$ cat src/rtl/uart_bus_arbiter.sv
// Two-master round-robin arbiter for the UART slave chip-select bus.
// Holds cs for one complete slave access, with a dead-slave timeout and a recovery gap.
module uart_bus_arbiter #(
    parameter int unsigned TIMEOUT = 16
) (
    input  logic        clk,
    input  logic        resetn,
    input  logic        m0_req,
    input  logic [31:0] m0_addr,
    input  logic [31:0] m0_wdata,
    input  logic [3:0]  m0_bytesel,
    output logic        m0_ack,
    output logic [31:0] m0_rdata,
    input  logic        m1_req,
    input  logic [31:0] m1_addr,
    input  logic [31:0] m1_wdata,
    input  logic [3:0]  m1_bytesel,
    output logic        m1_ack,
    output logic [31:0] m1_rdata,
    output logic        cs,
    output logic [31:0] bus_addr,
    output logic [31:0] bus_wr_val,
    output logic [3:0]  bus_bytesel,
    input  logic        bus_ack,
    input  logic [31:0] bus_data,
    output logic        grant,
    output logic        busy,
    output logic        timeout_err
);

    typedef enum logic [1:0] {
        IDLE,
        ACCESS,
        RECOVER
    } state_t;

    // Completion is decided on the cycle whose incremented count would equal TIMEOUT-1.
    localparam logic [7:0] CNT_LAST = 8'(TIMEOUT - 2);

    state_t      state_q, state_d;
    logic [7:0]  cnt_q, cnt_d;
    logic        cs_q, cs_d;
    logic [31:0] addr_q, addr_d;
    logic [31:0] wr_val_q, wr_val_d;
    logic [3:0]  bsel_q, bsel_d;
    logic        grant_q, grant_d;
    logic        last_grant_q, last_grant_d;
    logic        m0_ack_q, m0_ack_d;
    logic        m1_ack_q, m1_ack_d;
    logic [31:0] m0_rdata_q, m0_rdata_d;
    logic [31:0] m1_rdata_q, m1_rdata_d;
    logic        tout_q, tout_d;

    logic        ack_ok;
    logic        expired;
    logic        pick_m1;
    logic [31:0] done_data;

    // The first ACCESS cycle's bus_ack is the slave's registered view of the previous cs.
    assign ack_ok    = (state_q == ACCESS) && bus_ack && (cnt_q != 8'd0);
    assign expired   = (state_q == ACCESS) && !ack_ok && (cnt_q == CNT_LAST);
    assign pick_m1   = (m0_req && m1_req) ? !last_grant_q : m1_req;
    assign done_data = ack_ok ? bus_data : 32'hFFFF_FFFF;

    always_comb begin
        // NOTE: every variable gets a default first so no path leaves one unassigned and infers a latch.
        state_d      = state_q;
        cnt_d        = cnt_q;
        cs_d         = cs_q;
        addr_d       = addr_q;
        wr_val_d     = wr_val_q;
        bsel_d       = bsel_q;
        grant_d      = grant_q;
        last_grant_d = last_grant_q;
        m0_ack_d     = 1'b0;
        m1_ack_d     = 1'b0;
        m0_rdata_d   = 32'd0;
        m1_rdata_d   = 32'd0;
        tout_d       = 1'b0;

        case (state_q)
            IDLE: begin
                if (m0_req || m1_req) begin
                    grant_d      = pick_m1;
                    last_grant_d = pick_m1;
                    addr_d       = pick_m1 ? m1_addr    : m0_addr;
                    wr_val_d     = pick_m1 ? m1_wdata   : m0_wdata;
                    bsel_d       = pick_m1 ? m1_bytesel : m0_bytesel;
                    cs_d         = 1'b1;
                    cnt_d        = 8'd0;
                    state_d      = ACCESS;
                end
            end
            ACCESS: begin
                cnt_d = cnt_q + 8'd1;
                if (ack_ok || expired) begin
                    m0_ack_d   = !grant_q;
                    m1_ack_d   = grant_q;
                    m0_rdata_d = grant_q ? 32'd0 : done_data;
                    m1_rdata_d = grant_q ? done_data : 32'd0;
                    tout_d     = expired;
                    cs_d       = 1'b0;
                    state_d    = RECOVER;
                end
            end
            RECOVER: state_d = IDLE;
            default: state_d = IDLE;
        endcase
    end

    always_ff @(posedge clk or negedge resetn) begin
        if (!resetn) begin
            state_q      <= IDLE;
            cnt_q        <= 8'd0;
            cs_q         <= 1'b0;
            addr_q       <= 32'd0;
            wr_val_q     <= 32'd0;
            bsel_q       <= 4'd0;
            grant_q      <= 1'b0;
            last_grant_q <= 1'b1;
            m0_ack_q     <= 1'b0;
            m1_ack_q     <= 1'b0;
            m0_rdata_q   <= 32'd0;
            m1_rdata_q   <= 32'd0;
            tout_q       <= 1'b0;
        end else begin
            // NOTE: non-blocking assignments so every register samples the pre-edge values.
            state_q      <= state_d;
            cnt_q        <= cnt_d;
            cs_q         <= cs_d;
            addr_q       <= addr_d;
            wr_val_q     <= wr_val_d;
            bsel_q       <= bsel_d;
            grant_q      <= grant_d;
            last_grant_q <= last_grant_d;
            m0_ack_q     <= m0_ack_d;
            m1_ack_q     <= m1_ack_d;
            m0_rdata_q   <= m0_rdata_d;
            m1_rdata_q   <= m1_rdata_d;
            tout_q       <= tout_d;
        end
    end

    assign m0_ack      = m0_ack_q;
    assign m1_ack      = m1_ack_q;
    assign m0_rdata    = m0_rdata_q;
    assign m1_rdata    = m1_rdata_q;
    assign cs          = cs_q;
    assign bus_addr    = addr_q;
    assign bus_wr_val  = wr_val_q;
    assign bus_bytesel = bsel_q;
    assign grant       = grant_q;
    assign busy        = (state_q != IDLE);
    assign timeout_err = tout_q;

endmodule

$ cat config.mk
export PLATFORM = sky130hd
export DESIGN_NAME = uart_bus_arbiter
export DESIGN_NICKNAME = d
export VERILOG_FILES = /design/src/rtl/uart_bus_arbiter.sv
export SDC_FILE = /design/constraint.sdc
export NUM_CORES = 1
export LEC_CHECK = 0
export ABC_CLOCK_PERIOD_IN_PS = 2600
export BUFFER_PORTS_ARGS = -buffer_cell sky130_fd_sc_hd__buf_4
export CAP_MARGIN = 20
export CORE_MARGIN = 4
export CORE_UTILIZATION = 30
export CTS_CLUSTER_DIAMETER = 60
export CTS_CLUSTER_SIZE = 40
export DETAILED_ROUTE_END_ITERATION = 7
export GPL_TIMING_DRIVEN = 0
export PLACE_DENSITY = 0.66
export SETUP_SLACK_MARGIN = 0.1
export SYNTH_ARGS = -nofsm -noshare
export SYNTH_HDL_FRONTEND = slang
export SYNTH_SLANG_ARGS = --single-unit
$ cat constraint.sdc
create_clock -name clk -period 2.6 [get_ports clk]
set_input_delay 0.13 -clock clk [delete_from_list [all_inputs] [get_ports clk]]
set_output_delay 0.13 -clock clk [all_outputs]
set_load 0.02 [all_outputs]
### After elaboration in Yosys (flattened, before gate mapping)

Index checks and enable logic that the tools add are counted.

| cells by class | value |
|---|---|
| add/subtract/negate cells | 1 |
| eq/ne operators | 4 |
| multiplexer cells | 25 |
| reductions and logical operators | 18 |

Operators by type and width:

| kind | number |
|---|---|
| two-way mux 32 bit | 9 |
| one-hot mux 8 bit (2 select lines) | 1 |
| two-way mux 1 bit | 9 |
| adder 8 x 1 -> 8 bit (second input constant) | 1 |
| == test 8 x 4 -> 1 bit (second input constant) | 1 |
| two-way mux 8 bit | 1 |
| nonzero test 8 bit | 1 |
| AND reduction 2 bit | 3 |
| logical AND 1 bit | 5 |
| two-way mux 2 bit | 2 |
| two-way mux 4 bit | 1 |
| one-hot mux 2 bit (2 select lines) | 1 |
| nonzero test 2 bit | 2 |
| logical NOT 1 bit | 3 |
| AND reduction 3 bit | 1 |
| == test 2 x 1 -> 1 bit (second input constant) | 1 |
| logical NOT 2 bit | 1 |
| logical OR 1 bit | 2 |
| inequality test 2 x 1 -> 1 bit (second input constant) | 1 |
| inequality test 2 bit (second input constant) | 1 |
| one-hot mux 1 bit (2 select lines) | 1 |

| word-level totals | value |
|---|---|
| bits in registers | 148 |
| input bits | 173 |
| logic and storage cells | 61 |

### Longest topological paths before layout

Gate-level depths: netlist of run 1.

| logic depth | value |
|---|---|
| depth after elaboration | 9 |
| mapped depth | 7 |

### Worst setup path before layout of run 1

Ideal clock, no wire load.

| timing path | value |
|---|---|
| path kind | reg2reg |
| start | register cnt_q[0] |
| end | register m1_rdata_q[14], in the netlist m1_rdata[14] |
| setup time | 0.083 ns |
| arrival time | 1.905 ns |
| path slack | 0.612 ns |
| stages on the path, launching flop included | 8 |
| path buffers | 2 |
| period minus slack after synthesis | 1.988 ns |
| cell sequence | dfrtp_1 > inv_1 > ha_1 > or3b_2 > a2111o_1 > buf_6 > buf_6 > o22ai_1 |

| between the ends | value |
|---|---|
| word-level cells in the longest chain between the ends | 8 |
| elaborated cells on any way between the ends | 11 |

RTL lines:

| item | line | RTL |
|---|---|---|
| from (decl) | 41 | `logic [7:0] cnt_q, cnt_d;` |
| from (signal assigned) | 129 | `cnt_q <= cnt_d;` |
| nonzero test 8 bit | 60 | `assign ack_ok = (state_q == ACCESS) && bus_ack && (cnt_q != 8'd0);` |
| logical AND 1 bit | 60 |  |
| logical NOT 1 bit | 61 | `assign expired = (state_q == ACCESS) && !ack_ok && (cnt_q == CNT_LAST);` |
| logical AND 1 bit (2 in a row) | 61 |  |
| logical OR 1 bit | 96 | `if (ack_ok \|\| expired) begin` |
| two-way mux 32 bit (*) | 96 |  |
| two-way mux 32 bit (*) | 81 | `case (state_q)` |
| via m1_rdata_d[14] | 51 | `logic [31:0] m1_rdata_q, m1_rdata_d;` |
| to (signal assigned) | 139 | `m1_rdata_q <= m1_rdata_d;` |
| to (decl) | 51 |  |

Mark *: on every way through the listed nets, which the timed path passes. The rest lies on a longest branch.
A chain may end at the register's enable or synchronous reset.

### Final worst setup path of run 1

| timing path | value |
|---|---|
| start | register state_q[1] |
| end | output busy |

| between the ends | value |
|---|---|
| word-level cells in the longest chain between the ends | 1 |

RTL lines:

| item | line | RTL |
|---|---|---|
| from (decl) | 40 | `state_t state_q, state_d;` |
| from (signal assigned) | 128 | `state_q <= state_d;` |
| nonzero test 2 bit | 153 | `assign busy = (state_q != IDLE);` |
| to (decl) | 27 | `output logic busy,` |

No other way between the ends.

==> summary.md, run 1 <==
| Metric | Value |
|---|---|
| Wire length of the first global-routing pass | 34,500 µm |
| Fmax | 437 MHz |
| First-pass DRT Iterations | 6 |
| Worst hold slack after final layout | 15.1 ps |
| Pwr per Cell Area | roughly 1000 nW/µm² |
| Class of the tightest hold or removal check | input port to flop |
| Number of placement rows | 52 |
| Slew at the pin with the worst max-slew slack | 873 ps |
| CTS Buf Count | 17 |
| Setup Fix Bufs, Post-CTS | 0 |
| Vias in the first global route | a little over 6,000 |
| Area taken by multi-input logic gates | 2240 µm² |
| Number of warning messages in the yosys log | 0 |
| Layout cell share with drive strength beyond 1 | 37.5% |
| Number of nets with antenna violations after routing | 0 |
| Floorplan die height | 153 µm |
| Number of setup violations in the final report | 0 |
| Global-route total usage across every layer | 18.3% |
| Antenna diode instance count | 0 |
| Drt first-iter violations | 262 |
| Final global-route overflow total | 0 |
| CTS H-Tree Depth | 4 |
| Launching element of the worst setup path | state_q[1] |
| Sinks on Clock Net | 148 |
| Die Width | approximately 150 µm |
| Maximum Capacitance Violations | 0 |
| Vias per Instance | 4.82 |
| Worst supply voltage drop on vdd | 0.469 mV |
| P_leak | 5.05 nW |
| Final Instance Count excl. Fillers | between 1,000 and 1,500 |
| Maximum number of pins on one net before global-route repair | 96 |
| Hold Startpoint | m0_wdata[17] |
| Final total negative setup slack | 0 ps |
| Effective utilization at floorplan | between 30% and 40% |
| Number of nets in the layout | 1,130 |
| Buffer type at the clock tree root | clkbuf_16 |
| Worst Setup Start Kind | flop |
| Count of flip-flops with a built-in enable after synthesis | 0 |
| Tmin final | 2290 ps |
| Mapped Area | 6340 µm² |
| Layout Skew | 12.3 ps |
| Total number of vias | a little under 6,000 |
| Latest clock arrival within the worst-skew pair | 410 ps |
| Die area | ~24,000 µm² |
| Total placed cells including tap cells | 1,141 |
| Total I/O pin count | between 300 and 400 |
| Detailed-route wire length | 21,800 µm |
| Cell variety after synth | 37 |
| Share of the clock period used by the worst path | between 80% and 90% |
| Share of flip-flops with an asynchronous set or reset | 100% |
| Kind of end point of the critical path | primary output |
| Post-synthesis to final-layout area growth | 61.2% |
| Max-slew violation total from the final report | 0 |
| Synthesized net count | 736 |
| Post-Syn Area per Cell | 11.3 µm² |
| Gp weighted congestion | 0.840 |
| Average wire length per cell after detail routing | about 18 µm |
| Slack of the critical path | 310 ps |
| Number of fillers in the final layout | 1,876 |
| RSZ-0062 raised after global routing | false |
| Clock tree from TritonCTS | yes |
| Crit Path Category | flop to primary output |
| Post-Place Worst Slack | around 410 ps |
| Crit path DAT | 2160 ps |
| DRC violation count after routing | 0 |
| Post-synthesis sequential area ratio | 58.5% |
| Number of port buffers | 310 |
| Number of synthesized register bits | 148 |
| Number of buffers between clock root and the deepest sink | 2 |
| Overall power | 0.0100 W |
| Leading register cell type out of synthesis | dfrtp_1 |
| Core region area | between 20,000 and 25,000 µm² |
| Area taken by flip-flops and latches | 3700 µm² |
| HPWL Detailed | 15,900 µm |
| Maximum net fanout on the critical path | 10 |
| Required time at the worst-slack endpoint | 2470 ps |
| Hold violation total from the final report | 0 |
| Clock-pin slew on the worst setup and hold paths | 70 ps |
| Slew margin rel. | 41.8% |
| Outcome | finished, final reports clean |
| Launch point of the worst reg-to-reg path | cnt_q[0] |
| Antenna violations before repair | 0 |
| Gate count after technology mapping | 560 |
what timing repair did:
item	4_1_cts	5_1_grt
endpoints found under the hold margin	177	0
hold buffers	64	0
resized for setup	0	1
setup endpoints to repair	0	1
layer usage:
layer,GRT usage [%],vias to the layer above,wire length (µm)
met1,21.8,2925,8700
met3,4.33,32,1050
li1,-,2816,-
met5,0,-,0
met4,5.89,0,473
met2,32.5,185,11600
worst max-delay path, stage by stage, from the launching register on:
cell      delay [ps]
dfrtp_1          440
nor2_2           110
inv_1            140
clkbuf_1         450
clkbuf_1         380
buf_4            220
stage by stage:
step | area, µm² | util (%)
2_1_floorplan | 6340 | -
3_3_place_gp | 9000 | 43.9
3_5_place_dp | 9030 | 44.1
4_1_cts | 10200 | 49.8
5_1_grt | 10200 | 49.9
6_report | 10200 | 49.9
area by class of cell:
class                   instances  area share, %
flip-flops and latches        148           36.3
repair buffers                375           29.3
multi-input cells             321           21.9
clock buffers                  20           4.27
well taps                     270           3.31
plain buffers                  53           2.50
inverters                      38           1.40
clock inverters                11           1.03
state kept, by name, summed over array words and instances, names as in the netlist:
register      flops
bus_wr_val       32
cnt_q             8
m0_ack            1
bus_addr         32
last_grant_q      1
state_q           2
grant             1
m0_rdata         32
m1_rdata         32
m1_ack            1
timeout_err       1
bus_bytesel       4
cs                1
cells in the mapped netlist, drive strengths merged, types with 2 or more instances:
cell	number	area share (%)
mux2i	74	12
o2bb2ai	32	4.4
a211oi	3	0.36
a21oi	2	0.16
ha	3	0.59
o22ai	32	3.5
nor2	3	0.18
dfrtp	147	58
buf	15	1.8
nand4	3	0.30
inv	37	2.2
clkbuf	38	2.3
o21ai	145	11
nand2	5	0.30
final timing paths:
path	to	slack, ps	depth (start not counted)
worst max-delay path	busy	310	5
worst min-delay path	bus_wr_val[17]	20	3
worst max register to register	m1_rdata[9]	380	6
worst min register to register	cnt_q[7]	460	1
max in group asynchronous	last_grant_q	1370	3
min in group asynchronous	m0_rdata[5]	400	2
cells in the final DEF, fill, tap and decap left out, drive strengths merged, types with 2 or more instances in the layout:
cell	Yosys	routed
o21ai	145	145
clkinv	1	5
o22ai	32	32
dlygate4sd3	0	64
dfrtp	147	147
a21oi	2	2
mux2i	74	74
clkbuf	38	58
clkinvlp	0	4
ha	3	3
o2bb2ai	32	32
nand4	3	3
inv	37	39
nor2	3	3
nand2	5	5
a211oi	3	3
buf	15	326
kinds of logic (layout without fill, tap and decap cells):
group,after synthesis,in the layout,share of synthesized area [%]
AO/OA/AOI/OAI,224,224,21.2
flip-flops,148,148,58.5
buffers and inverters,91,497,6.28
multiplexers,74,74,11.7
AND/OR/NAND/NOR,20,20,1.78
adder cells (fa/ha/maj),3,3,0.592
where the power goes:
part	switching (W)	total, W	internal (W)
logic	0.00260	0.00433	0.00173
clock network	0.000969	0.00228	0.00132
registers	0.000384	0.00341	0.00303
total	0.00395	0.0100	0.00607
No activity file was read; power rests on OpenSTA's default activity.
==> run 2: changes to the inputs <==
- ABC_CLOCK_PERIOD_IN_PS: 2600 -> 2200
- clock period: 2.6 -> 2.2 ns (I/O delays scaled with it)
==> run 2 against run 1 <==
  * The flow now finishes with violations (negative hold slack)
  * Sequential share of layout area is 2.3 points lower
  * Die area unchanged
  * Total power grew 21%
  * Global-route usage grew 0.95 points
  * Design area increased by 6.7%
  * First-iteration DRC count is 6.5% lower
  * Routed wire length increased by 6.7%
  * Register-to-register slack lost 210 ps
  * Critical path depth up 2
  * Utilization up 3.4 points
  * Cell count increased by 4.9%
  * Clock-buffer cell count did not move
==> summary.md, run 2 (same netlist as run 1, synthesis figures left out) <==
| Metric | Value |
|---|---|
| Outcome | finished, violations left |
| Violations in the final reports | negative hold slack |
| Fmax | around 490 MHz |
| Number of setup violations in the final report | 0 (unchanged) |
| Number of nets in the layout | 1,190 (+5.3%) |
| Combinational share of power | 44.3% (+1.1 points) |
| Layout Skew | 12.2 ps (-0.0930 ps) |
| Sum of buffers and inverters on the critical path | 3 (-1) |
| Final total negative setup slack | 0 ps (unchanged) |
| Number of port buffers | 310 (unchanged) |
| Required time at the worst-slack endpoint | 2530 ps (+60 ps) |
| Maximum number of pins on one net before global-route repair | 96 (unchanged) |
| Commonest non-fill, non-tap cell in the layout | buf_4 |
| Commonest non-fill, non-tap cells in the layout | 317 x buf_4, 146 x dfrtp_1, 144 x o21ai_0 |
| Die Width | 153 µm (unchanged) |
| Total I/O pin count | 311 (unchanged) |
| Class of the tightest hold or removal check | input port to flop |
| Worst supply voltage drop on vdd | 0.556 mV (+18%) |
| Sinks on Clock Net | 148 (unchanged) |
| Wire length of the first global-routing pass | 36,200 µm (+5.0%) |
| Latest clock arrival within the worst-skew pair | 420 ps (about the same) |
| CTS H-Tree Depth | 4 (unchanged) |
| Kind of end point of the critical path | flop |
| Clock tree from TritonCTS | yes |
| Vias per Instance | 4.83 (+0.17%) |
| Crit path DAT | 2360 ps (+200 ps) |
| Maximum Capacitance Violations | 0 (unchanged) |
| CTS Buf Count | 17 (unchanged) |
| Die area | 23,500 µm² (unchanged) |
| Crit Path Category | flop to flop |
| Effective utilization at floorplan | 30.9% (unchanged) |
| Total placed cells including tap cells | 1,141 (unchanged) |
| Sequential share of power | 33.3% (-0.7 points) |
| Max-slew violation total from the final report | 0 (unchanged) |
| Kind of cell adding the most delay to the critical path | compound AO/OA/AOI/OAI gates |
| P_leak | 5.36 nW (+6.0%) |
| First-pass DRT Iterations | 4 (-2) |
| RSZ-0062 raised after global routing | true |
| Hold violation total from the final report | 1 (+1) |
| Number of buffers between clock root and the deepest sink | 2 (unchanged) |
| Pwr per Cell Area | 1110 nW/µm² (+13%) |
| Average wire length per cell after detail routing | 17.9 µm (+1.7%) |
| Number of placement rows | 52 (unchanged) |
| Clock network fraction of design power | 22.4% (-0.4 points) |
| Number of fillers in the final layout | 1,797 (-4.2%) |
| Fraction of power spent switching nets | 39.6% (+0.14 points) |
| Cell with the largest stage delay on the worst path | a2111o_1 |
| Final global-route overflow total | 0 (unchanged) |
| DRC violation count after routing | 0 (unchanged) |
| Layout cell share with drive strength beyond 1 | 38.1% (+0.64 points) |
| Detailed-route wire length | 23,200 µm (+6.7%) |
| Slew at the pin with the worst max-slew slack | 869 ps (-4.35 ps) |
| Maximum net fanout on the critical path | 10 (unchanged) |
| Worst hold slack after final layout | -0.758 ps (-15.9 ps) |
| Gp weighted congestion | 0.840 (unchanged) |
| Worst Setup Start Kind | flop |
| Post-synthesis to final-layout area growth | 72.1% |
| Buffer type at the clock tree root | clkbuf_16 |
| Drt first-iter violations | 245 (-6.5%) |
| Global-route total usage across every layer | 19.2% (+0.95 points) |
| Delay contributed by the slowest stage of the critical path | 480 ps (+30 ps) |
| Antenna violations before repair | 0 (unchanged) |
| Number of nets with antenna violations after routing | 0 (unchanged) |
| CP Cell Sequence | inv_2, ha_1, or3b_4, a2111o_1, buf_6, buf_6, o2bb2ai_1 |
| Clock-pin slew on the worst setup and hold paths | 70 ps (about the same) |
| Antenna diode instance count | 0 (unchanged) |
| Overall power | 0.0121 W (+21%) |
| Internal power consumption | 0.00732 W (+21%) |
| Final Instance Count excl. Fillers | 1,296 (+4.9%) |
| Crit path top cell by count | buf_6 |
| Net switching power | 0.00480 W (+21%) |
| Slew margin rel. | 42.1% (+0.29 points) |
| Share of the clock period used by the worst path | 92.3% |
| Total number of vias | 6,258 (+5.0%) |
| Tmin final | 2030 ps |
| Vias in the first global route | 6,551 (+5.1%) |
| Core region area | 20,500 µm² (unchanged) |
| HPWL Detailed | 15,900 µm (unchanged) |
| Floorplan die height | 153 µm (unchanged) |
[run 2: path summary, 6_finish.rpt]
kind / start / to / slack (ps) / cells past startpoint
worst max-delay path: cnt_q[0] / m0_rdata[17] / 170 / 7
worst min-delay path: m0_addr[22] / bus_addr[22] / -0.8 / 3
worst max register to register: cnt_q[0] / m0_rdata[17] / 170 / 7
worst min register to register: cnt_q[7] / cnt_q[7] / 460 / 1
max in group asynchronous: resetn / last_grant_q / 1000 / 3
min in group asynchronous: resetn / m0_rdata[6] / 380 / 2
[run 2: layout make-up]
type / instances / area (µm²) / area share [%]
sequential: 148 / 3710 / 34.0
timing repair buffer: 435 / 3580 / 32.8
multi-input combinational: 321 / 2320 / 21.3
clock buffer: 20 / 437 / 4.00
tap: 270 / 338 / 3.10
buffer: 53 / 277 / 2.54
inverter: 38 / 143 / 1.31
clock inverter: 11 / 105 / 0.964
[run 2: tightest hold or removal path, cell delays in order]
cell and delay (ps):
buf_4 80, mux2i_1 50, o21ai_0 140
[run 2: metal layers]
| layer | vias up | track usage, % | wire length, µm |
|---|---|---|---|
| li1 | 2933 | - | - |
| met1 | 3074 | 22.5 | 9180 |
| met2 | 206 | 34.2 | 12300 |
| met3 | 45 | 4.41 | 1070 |
| met4 | 0 | 7.32 | 656 |
| met5 | - | 0 | 0 |
[run 2: metrics by stage]
| step | cell area, µm² | setup slack, ps | utilization, % |
|---|---|---|---|
| 5_1_grt | 10900 | 94.7 | 53.2 |
| 6_report | 10900 | 169 | 53.2 |
| 4_1_cts | 10800 | 67.9 | 52.6 |
| 2_1_floorplan | 6340 | 212 | - |
| 3_5_place_dp | 9030 | 13.8 | 44.1 |
| 3_3_place_gp | 9000 | 43.5 | 43.9 |
[run 2: repair_timing]
action / CTS / global route
hold endpoints to repair: 204 / 0
resized for setup: 11 / 29
hold buffers: 118 / 0
setup buffers: 0 / 5
pin swaps: 1 / 1
endpoints found under the setup margin: 84 / 82
cloned: 0 / 1
[run 2: power by group through the flow]
stage / logic, W / clock network (W) / registers (W)
floorplan: 0.00171 / 0 / 0.00497
global placement: 0.00496 / 0 / 0.00404
detailed placement: 0.00505 / 0 / 0.00406
CTS: 0.00527 / 0.00277 / 0.00403
global route: 0.00580 / 0.00289 / 0.00415
finish: 0.00537 / 0.00271 / 0.00404
==> run 3: changes to the inputs <==
- GPL_TIMING_DRIVEN: 0 -> default
==> run 3 against run 2 <==
  * The run now ends clean
  * First-iteration DRC count is 62% higher
  * Global-route usage is 0.56 points lower
  * Non-clock buffer count is 17 lower
  * Sequential power hardly changed
  * Flip-flop and latch count stayed put
  * Critical endpoint unchanged
  * Die area stayed put
  * Maximum frequency is 4.6% lower
  * Clock skew is 2.4 ps lower
  * Cell count is 1.2% lower
  * Total power is 1.3% higher
==> summary.md, run 3 (same netlist as run 1, synthesis figures left out) <==
| Metric | Value |
|---|---|
| Max-slew violation total from the final report | 0 (unchanged) |
| Slew margin rel. | 63.4% (+21 points) |
| Crit Path Category | flop to flop |
| CTS H-Tree Depth | 4 (unchanged) |
| Launching element of the worst setup path | cnt_q[0] |
| Buffer type at the clock tree root | clkbuf_16 |
| Number of nets with antenna violations after routing | 0 (unchanged) |
| Drt first-iter violations | 396 (+62%) |
| Final total negative setup slack | 0 ps (unchanged) |
| Slack of the critical path | 72.2 ps (-96.9 ps) |
| Number of setup violations in the final report | 0 (unchanged) |
| Antenna violations before repair | 1 (+1) |
| Sinks on Clock Net | 148 (unchanged) |
| Vias per Instance | 4.84 (+0.31%) |
| Commonest non-fill, non-tap cell in the layout | buf_4 |
| Detailed-route wire length | 23,100 µm (-0.70%) |
| Wire length of the first global-routing pass | 35,300 µm (-2.4%) |
| Final global-route overflow total | 0 (unchanged) |
| Maximum net fanout on the critical path | 32 (+22) |
| Clock tree from TritonCTS | yes |
| Average wire length per cell after detail routing | 18.0 µm (+0.47%) |
| Effective utilization at floorplan | 30.9% (unchanged) |
| Die area | 23,500 µm² (unchanged) |
| Number of port buffers | 310 (unchanged) |
| Maximum Capacitance Violations | 0 (unchanged) |
| Number of nets in the layout | 1,173 (-1.4%) |
| Worst hold slack after final layout | 6.71 ps (+7.47 ps) |
| Clock-pin slew on the worst setup and hold paths | 70 ps (about the same) |
| Commonest non-fill, non-tap cells in the layout | 320 x buf_4, 147 x dfrtp_1, 144 x o21ai_0 |
| Share of the clock period used by the worst path | 96.7% (+4.4 points) |
| Core region area | 20,500 µm² (unchanged) |
| Maximum number of pins on one net before global-route repair | 69 (-28%) |
| Class of the tightest hold or removal check | input port to flop |
| RSZ-0062 raised after global routing | true |
| Worst supply voltage drop on vdd | 0.627 mV (+13%) |
| Post-synthesis to final-layout area growth | 76.5% |
| Die Width | 153 µm (unchanged) |
| Layout cell share with drive strength beyond 1 | 39.3% (+1.2 points) |
| Hold violation total from the final report | 0 (-1) |
| Launch point of the worst reg-to-reg path | cnt_q[0] |
| Latest clock arrival within the worst-skew pair | 420 ps (about the same) |
| Cell with the largest stage delay on the worst path | a2111o_2 |
| Gp weighted congestion | 0.780 (-7.1%) |
| Worst Setup Start Kind | flop |
| HPWL Detailed | 14,400 µm (-9.3%) |
| Tmin final | 2130 ps (+96.9 ps) |
| Floorplan die height | 153 µm (unchanged) |
| Required time at the worst-slack endpoint | 2540 ps (about the same) |
| Fraction of the core area covered by cells at the end of the flow | 54.6% (+1.4 points) |
| Global-route total usage across every layer | 18.6% (-0.56 points) |
| Depth of the most critical reg-to-reg path | 7 (unchanged) |
| First-pass DRT Iterations | 4 (unchanged) |
| Hold Startpoint | m0_wdata[31] |
| Number of buffers between clock root and the deepest sink | 2 (unchanged) |
| Vias in the first global route | 6,633 (+1.3%) |
| Outcome | finished, final reports clean |
| CTS Buf Count | 17 (unchanged) |
| Slew at the pin with the worst max-slew slack | 548 ps (-321 ps) |
| CP Cell Sequence | inv_2, ha_1, or3b_4, a2111o_2, buf_12, buf_16, o2bb2ai_1 |
| Total number of vias | 6,205 (-0.85%) |
| DRC violation count after routing | 0 (unchanged) |
| Number of fillers in the final layout | 1,746 (-2.8%) |
| Delay contributed by the slowest stage of the critical path | 580 ps (+100 ps) |
| Post-Place Worst Slack | 59.6 ps (+45.9 ps) |
| Pwr per Cell Area | 1100 nW/µm² (-1.2%) |
| Number of cells on the worst hold path | 3 (unchanged) |
| Kind of end point of the critical path | flop |
| Layout Skew | 9.80 ps (-2.37 ps) |
| Number of placement rows | 52 (unchanged) |
| Total I/O pin count | 311 (unchanged) |
| P_leak | 5.50 nW (+2.6%) |
| Fmax | 470 MHz (-4.6%) |
| Crit path DAT | 2470 ps (+110 ps) |
run 3: path summary, 6_finish.rpt:
kind	end	slack (ps)
min reg2reg	cnt_q[7]	490
min in group asynchronous	m0_rdata[9]	190
max in group asynchronous	bus_wr_val[8]	1320
max	m0_rdata[17]	70
max reg2reg	m0_rdata[17]	70
min	bus_wr_val[31]	7
run 3: cell type report:
cell class / instances / area [µm²] / share of cell area (%)
Timing Repair Buffer: 471 / 4100 / 36.6
Sequential cell: 148 / 3700 / 33.1
Multi-Input combinational cell: 321 / 2350 / 21.0
Clock buffer: 18 / 439 / 3.93
Tap cell: 270 / 338 / 3.02
Inverter: 38 / 143 / 1.28
Clock inverter: 14 / 114 / 1.02
Antenna cell: 1 / 2.50 / 0.0224
run 3: where the power goes:
| part | switching [W] | internal [W] |
|---|---|---|
| Clock | 0.00124 | 0.00151 |
| Combinational | 0.00315 | 0.00237 |
| Sequential | 0.000435 | 0.00358 |
| Total | 0.00483 | 0.00746 |
run 3: stage by stage:
| step | total power [W] | cell area, µm² | std cells |
|---|---|---|---|
| 3_5_place_dp | 0.00913 | 9010 | 1101 |
| 4_1_cts | 0.0123 | 11000 | 1271 |
| 6_report | 0.0123 | 11200 | 1281 |
| 2_1_floorplan | 0.00668 | 6340 | 560 |
| 3_3_place_gp | 0.00903 | 9010 | 1101 |
| 5_1_grt | 0.0130 | 11200 | 1281 |
run 3: layer usage:
metal	GRT usage (%)	up-vias	wire length, µm
met4	7.91	0	780
met1	21.7	3024	8760
met2	33.3	229	12500
met3	3.87	54	1080
li1	-	2898	-
met5	0	-	0
run 3: worst max-delay path: cells and delay by family, from the launching register on:
kind	cells	cell delay (ps)
buf+inv	3	400
flops	1	390
fa+ha+maj	1	120
simple gates	1	370
compound gates	2	760
run 3: timing repair:
item,in CTS,in global routing
gates cloned,3,2
pin swaps,1,1
hold buffers,133,0
setup endpoints to repair,47,29
setup buffers,2,7
endpoints found under the hold margin,158,0
resized for setup,4,16
